[src/rtl/dsi_rx_pkg.sv]
// Shared types and constants for the DSI lane receiver: FSM states, sync byte, LP line codes.
package dsi_rx_pkg;

    typedef enum logic [2:0] {
        IDLE      = 3'd0,
        HS_RQST   = 3'd1,
        HS_PREP   = 3'd2,
        HS_SYNC   = 3'd3,
        HS_ACTIVE = 3'd4,
        WAIT_STOP = 3'd5
    } state_e;

    localparam logic [7:0] DSI_SYNC_BYTE = 8'hB8;

    // LP pair codes, ordered {Dp, Dn}
    localparam logic [1:0] LP_11 = 2'b11;
    localparam logic [1:0] LP_10 = 2'b10;
    localparam logic [1:0] LP_01 = 2'b01;
    localparam logic [1:0] LP_00 = 2'b00;

endpackage

[src/rtl/dsi_lp_filter.sv]
// LP pair conditioning: 2-flop synchronizer followed by a deglitcher that accepts a new
// {Dp,Dn} value only after LP_FILTER consecutive equal synchronized samples.
module dsi_lp_filter
    import dsi_rx_pkg::*;
#(
    parameter int LP_FILTER = 4
) (
    input  logic       clk_sys,
    input  logic       rst,
    input  logic [1:0] lp_raw_i,
    output logic [1:0] lp_f_o
);

    logic [1:0] sync1_q, sync2_q;
    logic [1:0] cand_q, lp_f_q;
    logic [3:0] cnt_q;
    logic [3:0] run_len;

    // Length of the current run of identical samples that differ from the accepted value
    always_comb begin
        if ((sync2_q == cand_q) && (sync2_q != lp_f_q)) begin
            run_len = cnt_q + 4'd1;
        end else begin
            run_len = 4'd1;
        end
    end

    always_ff @(posedge clk_sys) begin
        if (rst) begin
            sync1_q <= LP_11;
            sync2_q <= LP_11;
            cand_q  <= LP_11;
            lp_f_q  <= LP_11;
            cnt_q   <= 4'd0;
        end else begin
            sync1_q <= lp_raw_i;
            sync2_q <= sync1_q;
            cand_q  <= sync2_q;
            if (sync2_q == lp_f_q) begin
                cnt_q <= 4'd0;
            end else if (run_len >= 4'(LP_FILTER)) begin
                lp_f_q <= sync2_q;
                cnt_q  <= 4'd0;
            end else begin
                cnt_q <= run_len;
            end
        end
    end

    assign lp_f_o = lp_f_q;

endmodule

[src/rtl/dsi_lane_rx.sv]
// DSI D-PHY data lane receiver: LP sequence tracking, HS sync hunt and payload delivery.
// Define DSI_LANE_RX_ALIGN_EN to hunt the sync byte at any of 8 bit offsets.
module dsi_lane_rx
    import dsi_rx_pkg::*;
#(
    parameter int LP_FILTER    = 4,
    parameter int T_LPX_MIN    = 25,
    parameter int T_HS_SETTLE  = 20,
    parameter int SYNC_TIMEOUT = 64
) (
    input  logic       clk_sys,
    input  logic       rst,
    input  logic       LP_p_input,
    input  logic       LP_n_input,
    input  logic [7:0] hs_data,
    input  logic       hs_valid,
    output logic [7:0] out_data,
    output logic       out_valid,
    output logic       out_sot,
    output logic       out_eot,
    output logic       active,
    output logic       err_sot,
    output logic       err_ctrl,
    output state_e     dbg_state_o
);

    localparam logic [7:0] RQST_MAX     = 8'(T_LPX_MIN);
    localparam logic [7:0] SETTLE_LAST  = 8'(T_HS_SETTLE - 1);
    localparam logic [7:0] TIMEOUT_LAST = 8'(SYNC_TIMEOUT - 1);

    logic [1:0] lp_f;

    dsi_lp_filter #(
        .LP_FILTER(LP_FILTER)
    ) u_lp_filter (
        .clk_sys (clk_sys),
        .rst     (rst),
        .lp_raw_i({LP_p_input, LP_n_input}),
        .lp_f_o  (lp_f)
    );

    state_e     state_q, state_d;
    logic [7:0] cnt_q, cnt_d;
    logic       first_q, first_d;
    logic [7:0] out_data_q, out_data_d;
    logic       out_valid_q, out_valid_d;
    logic       out_sot_q, out_sot_d;
    logic       out_eot_q, out_eot_d;
    logic       err_sot_q, err_sot_d;
    logic       err_ctrl_q, err_ctrl_d;

    logic       sync_hit;
    logic [7:0] aligned_byte;

`ifdef DSI_LANE_RX_ALIGN_EN
    logic [7:0]  prev_q;
    logic [2:0]  off_q;
    logic [2:0]  sync_off;
    logic [15:0] window;

    assign window = {hs_data, prev_q};

    // Descending scan so the lowest matching offset is the one that sticks
    always_comb begin
        sync_hit = 1'b0;
        sync_off = 3'd0;
        for (int k = 7; k >= 0; k--) begin
            if (window[k +: 8] == DSI_SYNC_BYTE) begin
                sync_hit = 1'b1;
                sync_off = 3'(k);
            end
        end
    end

    always_ff @(posedge clk_sys) begin
        if (rst) begin
            prev_q <= 8'd0;
            off_q  <= 3'd0;
        end else begin
            if (hs_valid) begin
                prev_q <= hs_data;
            end
            if ((state_q == HS_SYNC) && hs_valid && sync_hit) begin
                off_q <= sync_off;
            end
        end
    end

    assign aligned_byte = window[off_q +: 8];
`else
    assign sync_hit     = (hs_data == DSI_SYNC_BYTE);
    assign aligned_byte = hs_data;
`endif

    always_comb begin
        state_d     = state_q;
        cnt_d       = cnt_q;
        first_d     = first_q;
        out_data_d  = 8'd0;
        out_valid_d = 1'b0;
        out_sot_d   = 1'b0;
        out_eot_d   = 1'b0;
        err_sot_d   = 1'b0;
        err_ctrl_d  = 1'b0;
        unique case (state_q)
            IDLE: begin
                if (lp_f == LP_01) begin
                    state_d = HS_RQST;
                    cnt_d   = 8'd0;
                end
            end
            HS_RQST: begin
                unique case (lp_f)
                    LP_00: begin
                        if (cnt_q == RQST_MAX) begin
                            state_d = HS_PREP;
                            cnt_d   = 8'd0;
                        end else begin
                            err_ctrl_d = 1'b1;
                            state_d    = WAIT_STOP;
                        end
                    end
                    LP_11: state_d = IDLE;
                    LP_10: begin
                        err_ctrl_d = 1'b1;
                        state_d    = WAIT_STOP;
                    end
                    default: begin
                        if (cnt_q != RQST_MAX) begin
                            cnt_d = cnt_q + 8'd1;
                        end
                    end
                endcase
            end
            HS_PREP: begin
                if (lp_f == LP_11) begin
                    err_sot_d = 1'b1;
                    state_d   = IDLE;
                end else if (cnt_q == SETTLE_LAST) begin
                    state_d = HS_SYNC;
                    cnt_d   = 8'd0;
                end else begin
                    cnt_d = cnt_q + 8'd1;
                end
            end
            HS_SYNC: begin
                if (lp_f == LP_11) begin
                    err_sot_d = 1'b1;
                    state_d   = IDLE;
                end else if (hs_valid) begin
                    if (sync_hit) begin
                        state_d = HS_ACTIVE;
                        first_d = 1'b1;
                    end else if (cnt_q == TIMEOUT_LAST) begin
                        err_sot_d = 1'b1;
                        state_d   = WAIT_STOP;
                    end else begin
                        cnt_d = cnt_q + 8'd1;
                    end
                end
            end
            HS_ACTIVE: begin
                // A byte arriving on the stop-state transition cycle is dropped
                if (lp_f == LP_11) begin
                    out_eot_d = 1'b1;
                    state_d   = IDLE;
                end else if ((lp_f == LP_01) || (lp_f == LP_10)) begin
                    err_ctrl_d = 1'b1;
                    state_d    = WAIT_STOP;
                end else if (hs_valid) begin
                    out_valid_d = 1'b1;
                    out_data_d  = aligned_byte;
                    out_sot_d   = first_q;
                    first_d     = 1'b0;
                end
            end
            WAIT_STOP: begin
                if (lp_f == LP_11) begin
                    state_d = IDLE;
                end
            end
            default: state_d = IDLE;
        endcase
    end

    always_ff @(posedge clk_sys) begin
        if (rst) begin
            state_q     <= IDLE;
            cnt_q       <= 8'd0;
            first_q     <= 1'b0;
            out_data_q  <= 8'd0;
            out_valid_q <= 1'b0;
            out_sot_q   <= 1'b0;
            out_eot_q   <= 1'b0;
            err_sot_q   <= 1'b0;
            err_ctrl_q  <= 1'b0;
        end else begin
            state_q     <= state_d;
            cnt_q       <= cnt_d;
            first_q     <= first_d;
            out_data_q  <= out_data_d;
            out_valid_q <= out_valid_d;
            out_sot_q   <= out_sot_d;
            out_eot_q   <= out_eot_d;
            err_sot_q   <= err_sot_d;
            err_ctrl_q  <= err_ctrl_d;
        end
    end

    assign out_data    = out_data_q;
    assign out_valid   = out_valid_q;
    assign out_sot     = out_sot_q;
    assign out_eot     = out_eot_q;
    assign err_sot     = err_sot_q;
    assign err_ctrl    = err_ctrl_q;
    assign active      = (state_q == HS_SYNC) || (state_q == HS_ACTIVE);
    assign dbg_state_o = state_q;

endmodule

[config.mk]
export PLATFORM = sky130hd
export DESIGN_NAME = dsi_lane_rx
export DESIGN_NICKNAME = d
export VERILOG_FILES = /design/src/rtl/dsi_rx_pkg.sv /design/src/rtl/dsi_lp_filter.sv /design/src/rtl/dsi_lane_rx.sv
export SDC_FILE = /design/constraint.sdc
export NUM_CORES = 1
export LEC_CHECK = 0
export ABC_AREA = 1
export CORE_AREA = 4 4 95 97
export DETAILED_ROUTE_END_ITERATION = 6
export DIE_AREA = 0 0 99 101
export GPL_ROUTABILITY_DRIVEN = 0
export SLEW_MARGIN = 30
export SYNTH_ARGS = -nofsm -noshare
export SYNTH_HDL_FRONTEND = slang
export SYNTH_SLANG_ARGS = --single-unit
[constraint.sdc]
create_clock -name clk_sys -period 1.9 [get_ports clk_sys]
set_clock_uncertainty 0.15 [all_clocks]
set_input_delay 0.38 -clock clk_sys [delete_from_list [all_inputs] [get_ports clk_sys]]
set_output_delay 0.38 -clock clk_sys [all_outputs]
set_load 0.005 [all_outputs]
==> results of run 1 <==
[critical path, delay by kind of cell (launching register included)]
kind,cells,cell delay (ps)
buffers and inverters,2,620
flip-flops,1,380
[cells by family (layout without fill, tap and decap cells)]
family | count (synthesis) | count (layout)
XOR/XNOR | 4 | 4
adder cells (fa/ha/maj) | 8 | 8
flip-flops | 37 | 37
other | 1 | 2
AO/OA/AOI/OAI | 20 | 20
buffers and inverters | 49 | 112
AND/OR/NAND/NOR | 174 | 175
[flip-flops by register name, indices dropped and copies added, names as in the netlist]
signal / flops
cnt_q: 8
out_valid: 1
u_lp_filter.cnt_q: 4
out_eot: 1
dbg_state_o: 3
u_lp_filter.sync2_q: 2
err_sot: 1
out_sot: 1
err_ctrl: 1
u_lp_filter.lp_f_o: 2
first_q: 1
out_data: 8
u_lp_filter.cand_q: 2
u_lp_filter.sync1_q: 2
[cells in the final DEF (no fill, tap or decap), types with 3 or more instances in the layout]
cell type	netlist	routed
nand2_1	80	77
nor2_1	39	36
inv_1	37	35
dfxtp_1	37	30
buf_4	0	30
clkdlybuf4s50_1	0	26
nand3_1	19	19
o21ai_0	9	9
nand3_2	10	9
nor2_2	6	9
a21oi_1	9	8
inv_2	4	6
ha_1	8	6
clkbuf_8	0	6
nand2_2	2	5
or2_2	5	5
nand4_1	4	4
dfxtp_2	0	4
nor2_4	2	3
nor3_1	3	3
dfxtp_4	0	3
[final cells by class]
| cell class | instances | area share, % |
|---|---|---|
| clock buffers | 6 | 2.936 |
| clock inverters | 2 | 0.4893 |
| inverters | 42 | 5.783 |
| multi-input cells | 209 | 39.37 |
| flip-flops and latches | 37 | 26.91 |
| well taps | 105 | 4.671 |
| repair buffers | 62 | 19.84 |
[through the flow]
step                      hold WS [ps]  setup slack (ps)  cells
final                            258.1             81.70    463
after global routing             270.8            -18.70    463
after CTS                        262.7             16.67    461
after detailed placement         242.9            -111.4    450
after global placement           241.3            -94.58    450
after floorplan                  239.5             106.4    294
[power groups by stage]
stage	registers, µW	logic [µW]	clock network, µW
final	930	864	572
after global routing	946	977	630
after CTS	921	815	593
after detailed placement	935	797	0
after global placement	933	788	0
after floorplan	923	511	0
[repair_timing]
action                     CTS  global route
buffers inserted             2             2
gates resized for setup     11            18
cloned                       1             0
setup endpoints to repair   20            14
pin swaps                    2             6
[path summary, 6_finish.rpt]
check / start / end / slack [ps] / cells past startpoint
setup reg to reg: u_lp_filter.lp_f_o[0]$_SDFFE_PP1P_ / out_data[4]$_SDFF_PP0_ / 110 / 5
hold reg to reg: u_lp_filter.sync1_q[1]$_SDFF_PP1_ / u_lp_filter.sync2_q[1]$_SDFF_PP1_ / 260 / 1
setup / recovery: dbg_state_o[2]$_SDFFE_PP0P_ / dbg_state_o[2] / 80 / 2
hold / removal: u_lp_filter.sync1_q[1]$_SDFF_PP1_ / u_lp_filter.sync2_q[1]$_SDFF_PP1_ / 260 / 1
[layer usage]
metal / routed length, µm / global-route usage, % / up-vias
met2: 2104 / 15.60 / 44
li1: - / - / 1040
met4: 43 / 2.521 / 0
met3: 349 / 2.976 / 6
met1: 2297 / 13.87 / 846
met5: 0 / 0 / -
==> out/qor.yml, run 1 <==
outcome:
  status: "complete, no violations"
synthesis:
  synthCells: 293
  synth_edf_count: 0
  synth_ff_type: "dfxtp_1"
  synthSimpleGateAreaFrac_pct: 40.59
  synthMostInstantiatedCell: "nand2_1"
  synth_top_area_share_pct: 36.91
  ys_seq_area_share_pct: 36.91
  synth_mux_area_share_pct: 0
  synth_compound_area_share_pct: 5.175
  synth_top_family_by_area: "simple AND/OR/NAND/NOR gates"
  yosys_warnings: 0
  ys_seq_elements: 37
  ys_types: 29
  netlist_top_cells_count: "80 x nand2_1, 39 x nor2_1, 37 x dfxtp_1, 37 x inv_1, 19 x nand3_1"
  synth_largest_area_cell: "dfxtp_1"
  yosys.area_share.adder_pct: 4.988
  synth_area_um2: 2007
  ys_async_sr_fraction_pct: 0
  yosys-top-cells-area: "dfxtp_1 37%, nand2_1 15%, nor2_1 7.3%"
  synthXorXnorAreaFrac_pct: 1.746
  synth_area_per_cell_um2: 6.850
detailed_routing:
  wl_per_cell_um: 10.36
  totalWireLength_um: 4795
  remaining_drc_errors: 0
  num_vias: 1936
  via_per_inst: 4.181
  drtAntennaViolNets: 0
  drtIter0Drc: 103
  dr.pass1.iters: 4
cells_and_area:
  antenna_cells: 0
  fin_nets: 378
  multiInputGateArea_um2: 1107
  syn_to_final_growth_pct: 40.15
  stdcell_area_um2: 2813
  drive_above_1_share_pct: 25.42
  final_core_util_pct: 34.58
  ff_latch_area_um2: 757.0
  fillCellCount: 901
clock_tree:
  clock_sinks: 37
  clk_latency_ps: 290
  hold_buffers: 0
  cts_tree: "done"
  cts_max_level: 2
  clockRootBuffer: "clkbuf_8"
  clockBufferDepth: 2
  cts_made_buffers: 5
  cts.reportedPaths.clkPinSlew_ps: 80
timing:
  period_minus_slack_ps: 1818
  setup_tns_ps: 0
  timing.final.crit_share_pct: 95.70
  slew_violations: 0
  setup_viol: 0
  timing_hold_violations_final: 0
  max_clock_freq_mhz: 550.0
critical_path:
  cp_slowest_cell: "clkdlybuf4s50_1"
  cp-end-kind: "output pin"
  startpoint_type: "register"
  worstSetupPathType: "reg -> out"
  required_ps: 1370
  slowest_delay_ps: 490
  arrival_ps: 1290
  path_max_fanout: 5
  path_cells: "buf_4 -> clkdlybuf4s50_1"
floorplanning:
  die_x_um: 99
  dieArea_um2: 9999
  io_pins: 30
  die_h_um: 101
  rows: 33
  start_util_pct: 24.67
  core_um2: 8134
global_route:
  grt_max_degree: 13
  overflow: 0
  grt_usage_pct: 10.12
  grt_pass1_vias: 1815
  grt_pass1_wl_um: 8342
  antenna_found_initial: 0
placement:
  port_buffers: 29
  place_area_um2: 2616
  dp_hpwl_um: 3584
power_and_ir_drop:
  finalPower_uw: 2366
  p_leak_uw: 0.001289
  clkPwrFrac_pct: 24.2
  power.net_switching_uw: 820.6
  seqPwrFrac_pct: 39.3
  cellInternalPower_uw: 1545
  switching_share_pct: 34.69
  power_density_nw_per_um2: 841.0
  combPwrFrac_pct: 36.5
  peakVddDrop_v: 0.0002786
job:
  maxCapViolations: 0
hold_path:
  hp-class: "reg -> reg"
(Power assumes the default switching activity.)
==> run 2: changes to the inputs <==
Settings changed: CTS_CLUSTER_DIAMETER set to 120, GPL_TIMING_DRIVEN set to 0.
==> run 2 against run 1 <==
Compared with the run above:
- clock-buffer cell count did not move
- flip-flop and latch count unchanged
- via count fell by 2.5%
- final cell count shrank 3.7%
- sequential share of layout area rose by 1.3 points
- die area did not move
- global-route usage fell by 0.66 points
- combinational power fell by 2%
- sequential power about the same
- critical endpoint is now cnt_q[0]$_SDFFE_PP0P_
- non-clock buffer count fell by 16
- first-iteration DRC count decreased by 46%
==> out/qor.yml, run 2 (same netlist as run 1, synthesis figures left out) <==
critical_path:
  r2r_setup_slack_ps: 100  # about the same
  path_max_fanout: 7  # +2
  path_delay_family: "simple AND/OR/NAND/NOR gates"
  path_cells: "ha_2 -> buf_6 -> nor2_4 -> inv_2 -> a21oi_2 -> nand2_2 -> nor2_4 -> clkbuf_16 -> nand3_2 -> nand2_1 -> nor2_1"
  startpoint_type: "register"
  arrival_ps: 1840  # +550 ps
  rr_startpoint: "u_lp_filter.lp_f_o[0]$_SDFFE_PP1P_"
  cp_slowest_cell: "dfxtp_4"
  cp-end-kind: "register"
  r2r_end: "cnt_q[0]$_SDFFE_PP0P_"
  worst-r2r-cell-count: 11  # +6
  required_ps: 1940  # +570 ps
  slowest_delay_ps: 360  # -130 ps
  cp_common_cell: "nor2_4"
  cp.buffers_inverters: 3  # +1
  worstSetupPathType: "reg -> reg"
floorplanning:
  die_h_um: 101  # unchanged
  rows: 33  # unchanged
  io_pins: 30  # unchanged
  start_util_pct: 24.67  # unchanged
  dieArea_um2: 9999  # unchanged
  die_x_um: 99  # unchanged
  core_um2: 8134  # unchanged
cells_and_area:
  fin_nets: 361  # -4.5%
  antenna_cells: 0  # unchanged
  fillCellCount: 881  # -2.2%
  final_cell_mix: "77 x nand2_1, 35 x nor2_1, 34 x inv_1"
  syn_to_final_growth_pct: 34.29
  final_common_cell: "nand2_1"
  drive_above_1_share_pct: 22.29  # -3.1 points
  stdcell_count: 446  # -3.7%
  stdcell_area_um2: 2695  # -4.2%
hold_path:
  hold_start: "u_lp_filter.sync1_q[1]$_SDFF_PP1_"
  hp-class: "reg -> reg"
  min_to: "u_lp_filter.sync2_q[1]$_SDFF_PP1_"
  holdPathStages: 1  # unchanged
detailed_routing:
  drtAntennaViolNets: 0  # unchanged
  num_vias: 1887  # -2.5%
  wl_per_cell_um: 10.75  # +3.8%
  via_per_inst: 4.231  # +1.2%
  dr.pass1.iters: 4  # unchanged
  remaining_drc_errors: 0  # unchanged
  totalWireLength_um: 4793  # about the same
  drtIter0Drc: 56  # -46%
global_route:
  antenna_found_initial: 0  # unchanged
  grt_max_degree: 12  # -1
  grt_usage_pct: 9.460  # -0.66 points
  grt_pass1_wl_um: 7617  # -8.7%
  grt_pass1_vias: 1694  # -6.7%
  overflow: 0  # unchanged
power_and_ir_drop:
  peakVddDrop_v: 0.0002852  # +2.3%
  power_density_nw_per_um2: 855.2  # +1.7%
  p_leak_uw: 0.001186  # -8.0%
timing:
  rsz0062_at_grt: "true"
  relSlewSlack_pct: 64.72
  tightest_slew_ps: 529.3
  timing_hold_violations_final: 0  # unchanged
  hold_slack_ps: 256.2  # -1.873 ps
  max_clock_freq_mhz: 554.3  # +0.79%
  period_minus_slack_ps: 1804  # -14.26 ps
  worst_slack_ps: 95.96  # +14.26 ps
  slew_violations: 0  # unchanged
  setup_viol: 0  # unchanged
  timing.final.crit_share_pct: 94.95  # -0.75 points
clock_tree:
  cts_tree: "done"
  clock_sinks: 37  # unchanged
  clk_latency_ps: 290  # about the same
  cts_max_level: 2  # unchanged
  cts.reportedPaths.clkPinSlew_ps: 70  # about the same
  clockRootBuffer: "clkbuf_8"
  hold_buffers: 0  # unchanged
  clockBufferDepth: 2  # unchanged
  cts_made_buffers: 5  # unchanged
outcome:
  status: "complete, no violations"
placement:
  place_ws_ps: -151.8  # -40.39 ps
  dp_cells: 428  # -4.9%
  place_area_um2: 2432  # -7.0%
  dp_hpwl_um: 3382  # -5.6%
  port_buffers: 29  # unchanged
job:
  maxCapViolations: 0  # unchanged
-- run 2: cell count changes in the layout (fill, tap and decap cells not counted), moves of 2 or more --
cell / before / now
buf_4: 30 / 9
buf_2: 0 / 3
nor2_2: 9 / 7
nor2_4: 3 / 5
clkbuf_1: 0 / 2
-- run 2: worst max path at each step --
stage                                       end  slack (ps)  cells after the start                               start
floorplan                 cnt_q[4]$_SDFFE_PP0P_         110                     11  u_lp_filter.lp_f_o[0]$_SDFFE_PP1P_
global placement    dbg_state_o[1]$_SDFFE_PP0P_        -150                      9                          hs_data[4]
detailed placement  dbg_state_o[1]$_SDFFE_PP0P_        -150                      9                          hs_data[4]
CTS                       cnt_q[7]$_SDFFE_PP0P_          10                     11  u_lp_filter.lp_f_o[0]$_SDFFE_PP1P_
global route              cnt_q[0]$_SDFFE_PP0P_         -40                     10               cnt_q[0]$_SDFFE_PP0P_
finish                    cnt_q[0]$_SDFFE_PP0P_         100                     11  u_lp_filter.lp_f_o[0]$_SDFFE_PP1P_
-- run 2: where the power goes --
group | switching (µW) | total, µW | internal, µW
logic | 474 | 848 | 374
registers | 76.9 | 929 | 852
clock network | 274 | 528 | 254
total | 825 | 2300 | 1480
-- run 2: area by class of cell --
| cell class | instances | area [µm²] | area share, % |
|---|---|---|---|
| Clock inverter | 2 | 10.01 | 0.3714 |
| Multi-Input combinational cell | 208 | 1122 | 41.64 |
| Clock buffer | 6 | 72.57 | 2.693 |
| Tap cell | 105 | 131.4 | 4.875 |
| Inverter | 42 | 162.7 | 6.035 |
| Buffer | 7 | 56.30 | 2.089 |
| Timing Repair Buffer | 39 | 380.4 | 14.11 |
| Sequential cell | 37 | 759.5 | 28.18 |
-- run 2: stage by stage --
| step | setup TNS [ps] | power [µW] | utilization, % |
|---|---|---|---|
| detailed placement | -2496 | 1610 | 29.90 |
| CTS | 0 | 2186 | 31.56 |
| global route | -214.4 | 2459 | 33.13 |
| global placement | -2375 | 1598 | 29.90 |
| floorplan | 0 | 1434 | - |
| finish | 0 | 2305 | 33.13 |
-- run 2: layer usage --
layer  up-vias  track usage, %  routed length (µm)
li1        994               -                   -
met3         7           2.561                 375
met2        67           15.91                2129
met1       819           11.57                2205
met5         -               0                   0
met4         0           3.466                  82
-- run 2: repair_timing --
| action | 4_1_cts | 5_1_grt |
|---|---|---|
| gates resized for setup | 16 | 23 |
| buffers inserted | 3 | 5 |
| endpoints found under the setup margin | 22 | 15 |
| pin swaps | 1 | 4 |
| gates cloned | 0 | 2 |
| endpoints found under the hold margin | 0 | 0 |
==> run 3: changes to the inputs <==
Settings changed: ABC_AREA 1 to unset, CORE_AREA 4 4 95 97 to 4 4 92 94, DIE_AREA 0 0 99 101 to 0 0 96 98.
==> run 3 against run 2 <==
Compared with the run above:
- the run now ends with setup timing left
- die area decreased by 5.9%
- combinational power increased by 30%
- hold slack got worse by 76 ps
- clock power increased by 36%
- critical path depth decreased by 5
- global-route usage increased by 1.7 points
- wire length increased by 4.8%
- critical path type unchanged
- largest cell class unchanged
==> out/qor.yml, run 3 <==
critical_path:
  startpoint_type: "register"
  setup.worst_path.start: "cnt_q[7]$_SDFFE_PP0P_"
  cp-end-kind: "register"
  path_max_fanout: 7  # unchanged
  path_cells: "or4b_4 -> o21a_1 -> o21a_1 -> buf_6 -> or4_4 -> o32ai_2"
  arrival_ps: 2250  # +410 ps
  r2r_end: "cnt_q[7]$_SDFFE_PP0P_"
  worstSetupPathType: "reg -> reg"
  slowest_delay_ps: 530  # +170 ps
  cp_common_cell: "o21a_1"
  worst-r2r-cell-count: 6  # -5
  required_ps: 1950  # about the same
  cp_slowest_cell: "or4b_4"
  r2r_setup_slack_ps: -300  # -400 ps
  crit_path_end: "cnt_q[7]$_SDFFE_PP0P_"
  rr_startpoint: "cnt_q[7]$_SDFFE_PP0P_"
floorplanning:
  die_x_um: 96  # -3.0%
  io_pins: 30  # unchanged
  start_util_pct: 24.39  # -0.28 points
  dieArea_um2: 9408  # -5.9%
  die_h_um: 98  # -3.0%
  rows: 32  # -3.0%
  core_um2: 7647  # -6.0%
detailed_routing:
  via_per_inst: 4.824  # +14%
  totalWireLength_um: 5025  # +4.8%
  dr.pass1.iters: 4  # unchanged
  wl_per_cell_um: 13.62  # +27%
  num_vias: 1780  # -5.7%
  drtAntennaViolNets: 0  # unchanged
  drtIter0Drc: 83  # +48%
  remaining_drc_errors: 0  # unchanged
clock_tree:
  cts_made_buffers: 5  # unchanged
  clockBufferDepth: 2  # unchanged
  hold_buffers: 0  # unchanged
  clk_latency_ps: 290  # about the same
  cts.reportedPaths.clkPinSlew_ps: 80  # about the same
  clockRootBuffer: "clkbuf_8"
  cts_max_level: 2  # unchanged
  clock_sinks: 37  # unchanged
  cts_tree: "done"
synthesis:
  yosys_warnings: 0  # unchanged
  synth_area_um2: 1866  # -7.0%
  ys_async_sr_fraction_pct: 0  # unchanged
  ys_types: 51  # +76%
  synth_area_per_cell_um2: 8.758  # +28%
  netlist_top_cells_count: "37 x dfxtp_1, 14 x nand2_1, 12 x nor2_1, 12 x o21ai_0"
  synth_ff_type: "dfxtp_1"
  synthMostInstantiatedCell: "dfxtp_1"
  synthCells: 213  # -27%
  ys_seq_elements: 37  # unchanged
  yosys-top-cells-area: "dfxtp_1 40%, ha_1 5.4%, and2_1 3.7%"
  ys_seq_area_share_pct: 39.70  # +2.8 points
  synth_largest_area_cell: "dfxtp_1"
  synth_edf_count: 0  # unchanged
  synth_top_area_share_pct: 39.70  # +2.8 points
power_and_ir_drop:
  finalPower_uw: 2743  # +19%
  power_density_nw_per_um2: 953.5  # +12%
  p_leak_uw: 0.001020  # -14%
  peakVddDrop_v: 0.0003296  # +16%
timing:
  setup_viol: 12  # +12
  timing.final.crit_share_pct: 115.8  # +21 points
  tightest_slew_ps: 508.8  # -20.48 ps
  max_clock_freq_mhz: 454.5  # -18%
  hold_slack_ps: 180.1  # -76.11 ps
  relSlewSlack_pct: 65.77  # +1.1 points
  slew_violations: 0  # unchanged
  rsz0062_at_grt: "true"
  worst_slack_ps: -300.1  # -396.0 ps
  period_minus_slack_ps: 2200  # +396.0 ps
  timing_hold_violations_final: 0  # unchanged
global_route:
  overflow: 0  # unchanged
  grt_pass1_vias: 1800  # +6.3%
  antenna_found_initial: 0  # unchanged
  grt_max_degree: 13  # +1
  grt_pass1_wl_um: 8376  # +10%
  grt_usage_pct: 11.20  # +1.7 points
placement:
  place_ws_ps: -770.1  # -618.2 ps
  port_buffers: 29  # unchanged
  dp_hpwl_um: 3303  # -2.3%
  place_area_um2: 2301  # -5.4%
outcome:
  violations: "setup timing"
  status: "finished with violations"
cells_and_area:
  final_common_cell: "dfxtp_1"
  final_cell_mix: "28 x dfxtp_1, 25 x clkdlybuf4s50_1, 13 x nand2_1, 13 x buf_4, 11 x and2_1"
  antenna_cells: 0  # unchanged
  fillCellCount: 756  # -14%
  stdcell_area_um2: 2877  # +6.7%
  fin_nets: 287  # -20%
  drive_above_1_share_pct: 33.71  # +11 points
  syn_to_final_growth_pct: 54.19
job:
  maxCapViolations: 0  # unchanged
hold_path:
  hp-class: "in -> reg"
## run 3: final cells by class
cell class	count	area [µm²]	share of cell area [%]
clock buffers	6	82.58	2.871
flip-flops and latches	37	767.0	26.66
inverters	11	41.29	1.435
well taps	102	127.6	4.437
repair buffers	46	439.2	15.27
multi-input cells	158	1333	46.32
clock inverters	2	37.54	1.305
plain buffers	7	48.80	1.696
## run 3: repair_timing
| item | in CTS | in global routing |
|---|---|---|
| setup endpoints to repair | 26 | 22 |
| resized for setup | 61 | 31 |
| setup buffers | 16 | 2 |
| pin swaps | 20 | 10 |
## run 3: routing by layer
| metal | GRT usage [%] | share of wire, % | up-vias |
|---|---|---|---|
| met5 | 0 | 0 | - |
| met4 | 4.158 | 1.5 | 0 |
| met3 | 3.159 | 6.5 | 9 |
| met2 | 18.59 | 49 | 47 |
| met1 | 13.55 | 43 | 850 |
| li1 | - | - | 874 |
## run 3: worst max-delay path, delay by kind of cell, from the launching register on
family	cells	cell delay, ps
buffers and inverters	1	130
AOI/OAI and AO/OA	3	470
DFF	1	350
and+or+nand+nor	2	1010
## run 3: power breakdown
part,leakage [µW],internal [µW],switching [µW]
Combinational,0.000657,512,588
Clock,0.0000574,427,290
Sequential,0.000306,843,82.7
Total,0.00102,1780,960
## run 3: worst min-delay path by stage
stage                     depth (start not counted)                           endpoint                         startpoint
after floorplan                                   1  u_lp_filter.sync2_q[0]$_SDFF_PP1_  u_lp_filter.sync1_q[0]$_SDFF_PP1_
final                                             2             out_data[3]$_SDFF_PP0_                         hs_data[3]
after global routing                              2             out_data[3]$_SDFF_PP0_                         hs_data[3]
after detailed placement                          1  u_lp_filter.sync2_q[1]$_SDFF_PP1_  u_lp_filter.sync1_q[1]$_SDFF_PP1_
after global placement                            1  u_lp_filter.sync2_q[1]$_SDFF_PP1_  u_lp_filter.sync1_q[1]$_SDFF_PP1_
after CTS                                         1  u_lp_filter.sync2_q[0]$_SDFF_PP1_  u_lp_filter.sync1_q[0]$_SDFF_PP1_
## run 3: metrics by stage
stage                     util [%]  instances  TNS (ps)
after global routing         37.61        369     -2712
after floorplan                  -        214     -1583
after CTS                    36.29        369     -2925
final                        37.61        369     -1792
after detailed placement     30.09        345    -13470
after global placement       30.09        345    -13430
## run 3: cells by family after synthesis
group,after synthesis,synth area share (%)
and+or+nand+nor,89,26.90
adders and majority gates,9,5.902
xor gates and xnor gates,5,2.348
other,1,0.2010
buffers and inverters,19,4.292
AOI/OAI and AO/OA,53,20.66
DFF,37,39.70
==> edit 1, RTL diff (settings of run 2) <==
Register the output `err_sot` once more, with the module's reset; this adds one clock of latency there. The other outputs are not delayed to match.
--- a/src/rtl/dsi_lane_rx.sv
+++ b/src/rtl/dsi_lane_rx.sv
@@ -212,5 +212,11 @@
     assign out_sot     = out_sot_q;
     assign out_eot     = out_eot_q;
-    assign err_sot     = err_sot_q;
+    always_ff @(posedge clk_sys) begin
+        if (rst) begin
+            err_sot <= '0;
+        end else begin
+            err_sot <= err_sot_q;
+        end
+    end
     assign err_ctrl    = err_ctrl_q;
     assign active      = (state_q == HS_SYNC) || (state_q == HS_ACTIVE);
Formal check against the unedited RTL: same outputs for any inputs over 10 cycles, from zero or initial values and one cycle with rst high; that may be too few to reach the edited logic, so the function may still have changed.
==> edit 1 against run 2 <==
- hold slack gained 0.0011 ns
- sequential cell count grew 1
- routed wire length shrank 12%
- critical endpoint is now dbg_state_o[1]
- worst setup slack gained 0.021 ns
- power shrank 3.7%
- design area shrank 6.9%
- area after synthesis shrank 3.1%
- maximum frequency grew 1.2%
- final cell count shrank 4.7%
==> edit 1: results (changes against run 2) <==
run_status:
  status: "complete, no violations"
grt:
  grt_usage_pct: 8.65  # -0.81 points
  grtUsageMet2_pct: 13.3  # -2.6 points
  grt_pass1_wl_microns: 7080  # -7.1%
  use_met3_pct: 2.91  # +0.35 points
  met1_usage_pct: 11.2  # -0.41 points
  grt_pass1_vias: 1625  # -4.1%
final_layout:
  drive_gt1_share_pct: 15.0  # -7.3 points
  nNetsFinal: 341  # -5.5%
  ff_latch_area_sq_um: 774  # +2.0%
power_and_ir_drop:
  ir_worst_vdd_mv: 0.308  # +8.0%
  p_leak_nw: 1.10  # -7.4%
  fin_total_pwr_mw: 2.22  # -3.7%
  p_clk_uw: 527  # about the same
  p_int_mw: 1.42  # -3.8%
place:
  placedCellCount: 418  # -2.3%
  placed_cell_area_sq_um: 2370  # -2.5%
  pre_cts_slack_ns: -0.161  # -0.00913 ns
  place_hpwl_microns: 3230  # -4.6%
routing:
  viasPerCell: 4.12  # -2.6%
  wirelength_met1_microns: 2110  # -4.3%
  wire_per_inst_microns: 9.95  # -7.4%
  dr_wl_met3_microns: 255  # -32%
setup_path:
  reg2reg_setup_slack_ns: 0.12  # +0.02 ns
  cp.arrival_ns: 1.25  # -0.59 ns
  critPathMaxFanout: 8  # +1
  cp-startpoint: "dbg_state_o[1]"
logic_synthesis:
  yosysTopAreaCellShare_pct: 39.1  # +2.2 points
  syn_inst: 283  # -3.4%
  synth_commonest_cells: "nand2_1, nor2_1, dfxtp_1"
worst_hold_path:
  min_to: "err_sot"
timing:
  whs_ns: 0.257  # +0.00109 ns
[edit 1: cell count changes after synthesis, sizes merged, moves of 2 or more]
cell / change
a21oi: +5
buf: -3
inv: -4
nand2: -6
nand3: -11
nor2: +5
o211ai: +3
o21ai: -2
[edit 1: final cells by class]
class / instances / share of cell area, %
repair buffers: 31 / 12.1
clock buffers: 5 / 2.74
multi-input cells: 204 / 42.3
inverters: 37 / 5.54
clock inverters: 2 / 0.399
well taps: 105 / 5.24
flip-flops and latches: 38 / 30.9
plain buffers: 3 / 0.748
[edit 1: what timing repair did]
| action | CTS | global route |
|---|---|---|
| pin swaps | 2 | 1 |
| endpoints found under the hold margin | 0 | 0 |
| gates resized for setup | 13 | 10 |
| endpoints found under the setup margin | 12 | 11 |
| buffers inserted | 0 | 2 |
[edit 1: logic make-up after synthesis]
group	share of synthesized area (%)
AO/OA/AOI/OAI	9.13
other	0.193
buffers and inverters	8.55
flip-flops	39.1
AND/OR/NAND/NOR	36.1
XOR/XNOR	1.80
adder cells (fa/ha/maj)	5.14
==> edit 2, RTL diff (flow settings as in run 2) <==
Without the edit above. The option `DSI_LANE_RX_ALIGN_EN` is turned on by a define.
--- a/src/rtl/dsi_lane_rx.sv
+++ b/src/rtl/dsi_lane_rx.sv
@@ -1,4 +1,6 @@
 // DSI D-PHY data lane receiver: LP sequence tracking, HS sync hunt and payload delivery.
 // Define DSI_LANE_RX_ALIGN_EN to hunt the sync byte at any of 8 bit offsets.
+`define DSI_LANE_RX_ALIGN_EN
+
 module dsi_lane_rx
     import dsi_rx_pkg::*;
Formal check against the unedited RTL: same outputs for any inputs over 10 cycles, from zero or initial values and one cycle with rst high; that may be too few to reach the edited logic, so the function may still have changed.
==> edit 2 against run 2 <==
- the flow now finishes with violations (setup timing)
- first-iteration DRC count rose by 130%
- clock power rose by 44%
- core utilization rose by 11 points
- power rose by 73%
- global-route usage rose by 4.8 points
- sequential cell count rose by 11
- routed wire length rose by 51%
- area after synthesis rose by 39%
- design area rose by 32%
- combinational power rose by 120%
- worst setup slack got worse by 0.18 ns
- die area did not move
- critical endpoint is now cnt_q[2]
- largest power group is now combinational cells
==> edit 2: results (changes against run 2) <==
routing:
  viasPerCell: 4.83  # +14%
  drtIter0Drc: 126  # +130%
  dr.pass1.iters: 5  # +1
timing:
  max_slew.worst_pin.slew_ns: 0.508  # -0.0217 ns
  setup_viol: 8  # +8
  whs_ns: 0.254  # -0.00268 ns
  worst_slack_ns: -0.0888  # -0.185 ns
power_and_ir_drop:
  p_clk_uw: 761  # +44%
  p_leak_nw: 1.58  # +33%
  switchingPower_mw: 1.61  # +95%
  seq-power_mw: 1.39  # +50%
  ir_worst_vdd_mv: 0.865  # +200%
setup_path:
  reg2regPathDepth: 12  # +1
  crit_path_end: "cnt_q[2]"
  reg2reg_setup_slack_ns: -0.09  # -0.18 ns
  max_stage_delay_ns: 0.41  # +0.05 ns
  critPathMaxFanout: 4  # -3
logic_synthesis:
  synth_commonest_cells: "nand2_1, nor2_1, dfxtp_1"
  seq_area_frac_synth_pct: 34.5  # -2.4 points
  yosys-top-cells-area: "dfxtp_1, nand2_1, nor2_1"
final_layout:
  nNetsFinal: 507  # +40%
  drive_gt1_share_pct: 13.6  # -8.7 points
place:
  place_hpwl_microns: 5320  # +57%
clocking:
  clk_pin_slew_worst_paths_ns: 0.10  # +0.03 ns
  clkLatencyLatePin_ns: 0.31  # +0.02 ns
grt:
  grt_usage_pct: 14.3  # +4.8 points
  grt_pass1_wl_microns: 11700  # +53%
run_status:
  status: "finished, violations left"
  violations: "setup timing"
worst_hold_path:
  hp-start: "hs_data[5]"
## edit 2: cell count changes after synthesis, moves of 4 or more
cell / delta
nor2_2: -5
nand3_2: -9
inv_1: +4
clkbuf_1: +8
dfxtp_1: +11
o21ai_0: +27
nand2_1: +43
nand3_1: +10
a21oi_1: +32
nor2_1: +21
## edit 2: metrics by stage
step	cells	TNS [ns]	worst slack, ns	instance area (sq um)	power [mW]
after floorplan	441	0	0.00523	2800	2.49
after global placement	575	-11.29	-0.623	3220	2.87
after detailed placement	575	-11.38	-0.604	3220	2.89
after CTS	590	-0.285	-0.0539	3460	3.82
after global routing	592	-1.78	-0.176	3550	4.30
final	592	-0.643	-0.0888	3550	3.98
## edit 2: cells by family after synthesis
| family | share of synthesized area [%] |
|---|---|
| other | 0.135 |
| adder cells (fa/ha/maj) | 3.59 |
| flip-flops | 34.5 |
| buffers and inverters | 8.39 |
| multiplexers | 0.359 |
| AND/OR/NAND/NOR | 36.0 |
| AO/OA/AOI/OAI | 15.5 |
| XOR/XNOR | 1.57 |
## edit 2: what timing repair did
| action | 4_1_cts | 5_1_grt |
|---|---|---|
| pin swaps | 3 | 11 |
| gates resized for setup | 30 | 29 |
| hold buffers | 0 | 0 |
| gates cloned | 0 | 1 |
| setup endpoints to repair | 25 | 21 |
| buffers inserted | 7 | 2 |
## edit 2: per-layer routing
metal | global-route usage [%] | vias up | wire [microns]
met5 | 0 | - | 0
met4 | 4.20 | 0 | 119
met3 | 2.42 | 12 | 335
met2 | 24.2 | 72 | 3330
met1 | 18.6 | 1267 | 3470
li1 | - | 1510 | -
## edit 2: area by class of cell
cell class                 instances  area [sq um]
clock inverter                     3          47.5
sequential                        48           983
multi-input combinational        336          1710
clock buffer                       5          68.8
buffer                            12          65.1
timing repair buffer              39           375
inverter                          44           168
tap                              105           131
fill                             838          4580
